### src/rtl/acra_err_corrector.sv
// Checker/corrector for an ACRA approximate adder: recomputes the exact sum,
// reports the error against the approximate result and keeps running statistics.
module acra_err_corrector #(
   parameter int WIDTH = 8,
   parameter int CNT_W = 16
) (
   input  logic             clk,
   input  logic             rst,
   input  logic             clear,
   input  logic             in_valid,
   output logic             in_ready,
   input  logic [WIDTH-1:0] a,
   input  logic [WIDTH-1:0] b,
   input  logic             cin,
   input  logic             sapp,
   input  logic [WIDTH-1:0] approx_sum,
   input  logic             approx_cout,
   output logic             out_valid,
   input  logic             out_ready,
   output logic [WIDTH:0]   exact_sum,
   output logic             err_flag,
   output logic [WIDTH:0]   err_dist,
   output logic [CNT_W-1:0] sample_cnt,
   output logic [CNT_W-1:0] err_cnt,
   output logic [WIDTH:0]   max_err,
   output logic             hard_fault
);

   // Handshake: a transfer happens on a rising edge where valid && ready are
   // both high; a producer holding valid keeps its data stable until accepted.
   logic             s1_valid_q;
   logic [WIDTH-1:0] s1_a_q, s1_b_q;
   logic             s1_cin_q, s1_sapp_q;
   logic [WIDTH:0]   s1_approx_q;

   logic             s2_valid_q;
   logic [WIDTH:0]   s2_exact_q, s2_dist_q;
   logic             s2_flag_q, s2_sapp_q;

   logic [CNT_W-1:0] sample_cnt_q, sample_cnt_d;
   logic [CNT_W-1:0] err_cnt_q, err_cnt_d;
   logic [WIDTH:0]   max_err_q, max_err_d;
   logic             hard_fault_q, hard_fault_d;

   logic             advance, in_fire, out_fire;
   logic [WIDTH:0]   s1_exact, s1_dist;

   assign advance  = !s2_valid_q || out_ready;
   assign in_ready = advance || !s1_valid_q;
   assign in_fire  = in_valid && in_ready;
   assign out_fire = s2_valid_q && out_ready;

   assign s1_exact = {1'b0, s1_a_q} + {1'b0, s1_b_q} + {{WIDTH{1'b0}}, s1_cin_q};
   assign s1_dist  = (s1_exact >= s1_approx_q) ? (s1_exact - s1_approx_q)
                                               : (s1_approx_q - s1_exact);

   // clear takes priority over a same-cycle result handshake.
   always_comb begin
      sample_cnt_d = sample_cnt_q;
      err_cnt_d    = err_cnt_q;
      max_err_d    = max_err_q;
      hard_fault_d = hard_fault_q;
      if (out_fire && s2_flag_q && !s2_sapp_q)
         hard_fault_d = 1'b1;
      if (clear) begin
         sample_cnt_d = '0;
         err_cnt_d    = '0;
         max_err_d    = '0;
      end else if (out_fire) begin
         if (sample_cnt_q != '1)
            sample_cnt_d = sample_cnt_q + CNT_W'(1);
         if (s2_flag_q && (err_cnt_q != '1))
            err_cnt_d = err_cnt_q + CNT_W'(1);
         if (s2_dist_q > max_err_q)
            max_err_d = s2_dist_q;
      end
   end

   always_ff @(posedge clk) begin
      if (rst) begin
         s1_valid_q   <= 1'b0;
         s1_a_q       <= '0;
         s1_b_q       <= '0;
         s1_cin_q     <= 1'b0;
         s1_sapp_q    <= 1'b0;
         s1_approx_q  <= '0;
         s2_valid_q   <= 1'b0;
         s2_exact_q   <= '0;
         s2_dist_q    <= '0;
         s2_flag_q    <= 1'b0;
         s2_sapp_q    <= 1'b0;
         sample_cnt_q <= '0;
         err_cnt_q    <= '0;
         max_err_q    <= '0;
         hard_fault_q <= 1'b0;
      end else begin
         if (in_fire) begin
            s1_valid_q  <= 1'b1;
            s1_a_q      <= a;
            s1_b_q      <= b;
            s1_cin_q    <= cin;
            s1_sapp_q   <= sapp;
            s1_approx_q <= {approx_cout, approx_sum};
         end else if (advance) begin
            s1_valid_q  <= 1'b0;
         end
         if (advance) begin
            s2_valid_q <= s1_valid_q;
            s2_exact_q <= s1_exact;
            s2_dist_q  <= s1_dist;
            s2_flag_q  <= (s1_dist != '0);
            s2_sapp_q  <= s1_sapp_q;
         end
         sample_cnt_q <= sample_cnt_d;
         err_cnt_q    <= err_cnt_d;
         max_err_q    <= max_err_d;
         hard_fault_q <= hard_fault_d;
      end
   end

   assign out_valid  = s2_valid_q;
   assign exact_sum  = s2_exact_q;
   assign err_flag   = s2_flag_q;
   assign err_dist   = s2_dist_q;
   assign sample_cnt = sample_cnt_q;
   assign err_cnt    = err_cnt_q;
   assign max_err    = max_err_q;
   assign hard_fault = hard_fault_q;

endmodule

### config.mk
export PLATFORM = sky130hd
export DESIGN_NAME = acra_err_corrector
export DESIGN_NICKNAME = d
export VERILOG_FILES = /design/src/rtl/acra_err_corrector.sv
export SDC_FILE = /design/constraint.sdc
export NUM_CORES = 1
export LEC_CHECK = 0
export BUFFER_PORTS_ARGS = -buffer_cell sky130_fd_sc_hd__buf_4
export CORE_MARGIN = 4
export CORE_UTILIZATION = 34
export DETAILED_ROUTE_END_ITERATION = 6
export PLACE_DENSITY = 0.64
export SLEW_MARGIN = 20
export SYNTH_ARGS = -nofsm -noshare
export SYNTH_HDL_FRONTEND = slang
export SYNTH_SLANG_ARGS = --single-unit
### constraint.sdc
create_clock -name clk -period 4.47 [get_ports clk]
set_input_delay 0.6705 -clock clk [delete_from_list [all_inputs] [get_ports clk]]
set_output_delay 0.6705 -clock clk [all_outputs]
set_load 0.01 [all_outputs]
==> results.sh <==
export IMPL_required_ns=4.69
export IMPL_die_width_um=130
export IMPL_syn_area_mm2=0.00506
export IMPL_ys_ff_latch=91
export IMPL_fin_util=0.430
export IMPL_reg2reg_depth=18
export IMPL_routed_wl_mm=12.7
export IMPL_max_slew_margin=0.414
export IMPL_post_route_cells_drive_above_1_share=0.182
export IMPL_synth_top_area_frac=0.360
export IMPL_cts_tree="done"
export IMPL_vdd_drop_max_mv=0.231
export IMPL_pin_count=95
export IMPL_cts_inserted_buffers=9
export IMPL_synth_largest_area_cell="dfxtp_1"
export IMPL_wl_per_cell_um=14.0
export IMPL_clock_sinks=91
export IMPL_clock_latency_ns=0.36
export IMPL_synth_edf_count=0
export IMPL_worst_path_max_fanout=12
export IMPL_track_usage=0.153
export IMPL_ys_async_sr_fraction=0
export IMPL_final_setup_tns_ns=0
export IMPL_crit_arrival_ns=4.19
export IMPL_wl_met1_mm=6.25
export IMPL_synthToLayoutAreaGrowth_pct=23.7
export IMPL_drv_slew=0
export IMPL_crit_type="reg2reg"
export IMPL_whs_path_depth=2
export IMPL_gp_congestion=0.917
export IMPL_dieHeight_um=130
export IMPL_finalCritPeriodShare=0.888
export IMPL_clock_path_buffers=2
export IMPL_met3_length_um=585
export IMPL_p_total_uw=2370
export IMPL_leakagePower_uw=0.00256
export IMPL_maxCapViolCount=0
export IMPL_synth_fp_nets=711
export IMPL_fmax_mhz=252
export IMPL_status="finished, final reports clean"
export IMPL_period_needed_ns=3.97
export IMPL_num_vias=4552
export IMPL_fp_coreArea_mm2=0.0145
export IMPL_cts_root_buf="clkbuf_16"
export IMPL_antenna_cells=0
export IMPL_dominantRegCellSynth="dfxtp_1"
export IMPL_top_layer_used="met4"
export IMPL_postCtsSetupBuffers=0
export IMPL_nets=791
export IMPL_end_kind="flip-flop"
export IMPL_hold_viol_final=0
export IMPL_avgSynthCellArea_um2=7.90
export IMPL_synth_cell_type_count=56
export IMPL_rows=44
export IMPL_clkTransAtPathRegs_ns=0.07
export IMPL_antenna_found_initial=0
export IMPL_setup_viol_count_final=0
export IMPL_hold_path_class="reg2reg"
export IMPL_crit_path_start_kind="flip-flop"
export IMPL_grt_overflow=0
export IMPL_via_per_inst=5.01
export IMPL_grt_start_max_net_pins=54
export IMPL_synth_area_leaders="dfxtp_1 36%, ha_1 8.7%, nand2_1 7.5%"
export IMPL_cts_htree_levels=3
export IMPL_syn_inst=640
export IMPL_tightest_slew_ns=0.879
export IMPL_place_hpwl_mm=9.53
export IMPL_drtPass1Iterations=5
export IMPL_grt_pass1_wl_mm=20.6
export IMPL_first_global_vias=4131
export IMPL_met2_length_mm=5.55
export IMPL_ys_seq_area_frac=0.360
export IMPL_die_area_mm2=0.0169
export IMPL_synth_warning_count=0
export IMPL_start_util=0.348
export IMPL_route_detailed_drc=0
export IMPL_clock_skew_final_ns=0.00819
export IMPL_drtIter0Drc=252
export IMPL_power_density_mw_per_mm2=380
export IMPL_io_buffers=94
export IMPL_rsz0062_at_grt="false"
export IMPL_ant_nets=0
[metal layers]
layer	global-route usage	up-vias
met1	0.215	2056
met4	0.0746	0
li1	-	2371
met3	0.0299	23
met2	0.225	102
met5	0	-
[state kept, by name, indices dropped and copies added, names as in the netlist]
signal,flops
s1_valid_q,1
err_dist,9
s1_a_q,8
s1_cin_q,1
hard_fault,1
out_valid,1
s1_sapp_q,1
s2_sapp_q,1
err_flag,1
sample_cnt,16
s1_approx_q,9
s1_b_q,8
max_err,9
exact_sum,9
err_cnt,16
[stage by stage]
stage,instance area (um2),std cells,setup slack (ns),hold WS (ns)
3_5_place_dp,5910,893,0.0980,0.445
6_report,6260,909,0.499,0.455
5_1_grt,6260,909,0.00248,0.481
2_1_floorplan,5060,640,0.728,0.432
4_1_cts,6240,909,0.0732,0.454
3_3_place_gp,5910,893,0.199,0.446
[power by group]
group	internal, uW	switching, uW
Combinational	263	352
Sequential	857	47.1
Clock	502	354
[cells in the final DEF (no fill, tap or decap), types with 3 or more instances in the layout]
master | netlist | final
nor3_1 | 11 | 10
and4_1 | 7 | 7
and3_1 | 6 | 6
nand2_1 | 101 | 101
xnor2_1 | 12 | 12
nor2_1 | 63 | 63
nand3_1 | 25 | 25
buf_4 | 2 | 98
a31oi_1 | 4 | 4
a21o_1 | 5 | 5
fa_1 | 4 | 4
nand4_1 | 11 | 11
o21a_1 | 4 | 4
inv_1 | 37 | 37
o21ai_1 | 1 | 3
a21oi_1 | 67 | 67
nand3b_1 | 5 | 5
dfxtp_1 | 91 | 91
nor4_1 | 3 | 3
xor2_1 | 15 | 15
nor2b_1 | 12 | 11
ha_1 | 35 | 34
nand2b_1 | 3 | 3
or3_1 | 8 | 7
o21ai_0 | 28 | 26
or2_2 | 4 | 4
clkbuf_16 | 0 | 9
a211oi_1 | 9 | 9
a2111oi_2 | 3 | 3
a22oi_1 | 4 | 4
[final timing paths]
path,start,end,slack [ns]
setup / recovery,s1_a_q[0]$_SDFFE_PP0P_,err_flag$_SDFFE_PP0P_,0.50
hold / removal,s2_sapp_q$_SDFFE_PP0P_,s2_sapp_q$_SDFFE_PP0P_,0.45
setup reg to reg,s1_a_q[0]$_SDFFE_PP0P_,err_flag$_SDFFE_PP0P_,0.50
hold reg to reg,s2_sapp_q$_SDFFE_PP0P_,s2_sapp_q$_SDFFE_PP0P_,0.45
[kinds of logic after synthesis]
family,Yosys count,share of synthesized area
AND/OR/NAND/NOR,271,0.255
XOR/XNOR,27,0.0467
buffers and inverters,66,0.0510
adder cells (fa/ha/maj),39,0.102
AO/OA/AOI/OAI,145,0.183
flip-flops,91,0.360
multiplexers,1,0.00198
[cell type report]
type / count / area (um2)
clock buffer: 9 / 225
fill: 1531 / 8280
clock inverter: 7 / 110
timing repair buffer: 98 / 736
tap: 184 / 230
sequential: 91 / 1820
inverter: 37 / 139
multi-input combinational: 483 / 2990
[synth_stat cells, drive strengths merged, types with 5 or more instances]
cell    instances
dfxtp          91
a21oi          68
nand3          25
buf             5
o21ai          29
nand2         101
inv            37
and3            6
xnor2          12
nor3           12
or3             8
ha             35
nor2           63
nor2b          12
a21o            5
nand4          11
clkbuf         24
nand3b          5
and4            7
a211oi         12
xor2           15
[critical path, cell delays in order (launching register included)]
cell and delay (ns):
dfxtp_1 0.36, fa_1 0.20, inv_1 0.05, fa_1 0.39, nor2b_1 0.12, o21ai_0 0.10
a21boi_1 0.20, o21ai_0 0.13, a21boi_1 0.22, nand2b_1 0.15, inv_1 0.05, ha_2 0.43
nand4_1 0.18, nor3_2 0.27, or3_4 0.22, nor2_1 0.07, and4b_1 0.24, a2111oi_2 0.30
a31oi_1 0.14
[what timing repair did]
| item | 4_1_cts | 5_1_grt |
|---|---|---|
| hold buffers | 0 | 0 |
| gates resized for setup | 0 | 7 |
| setup endpoints to repair | 0 | 9 |
Note: power is estimated with default switching activity, not from simulation.
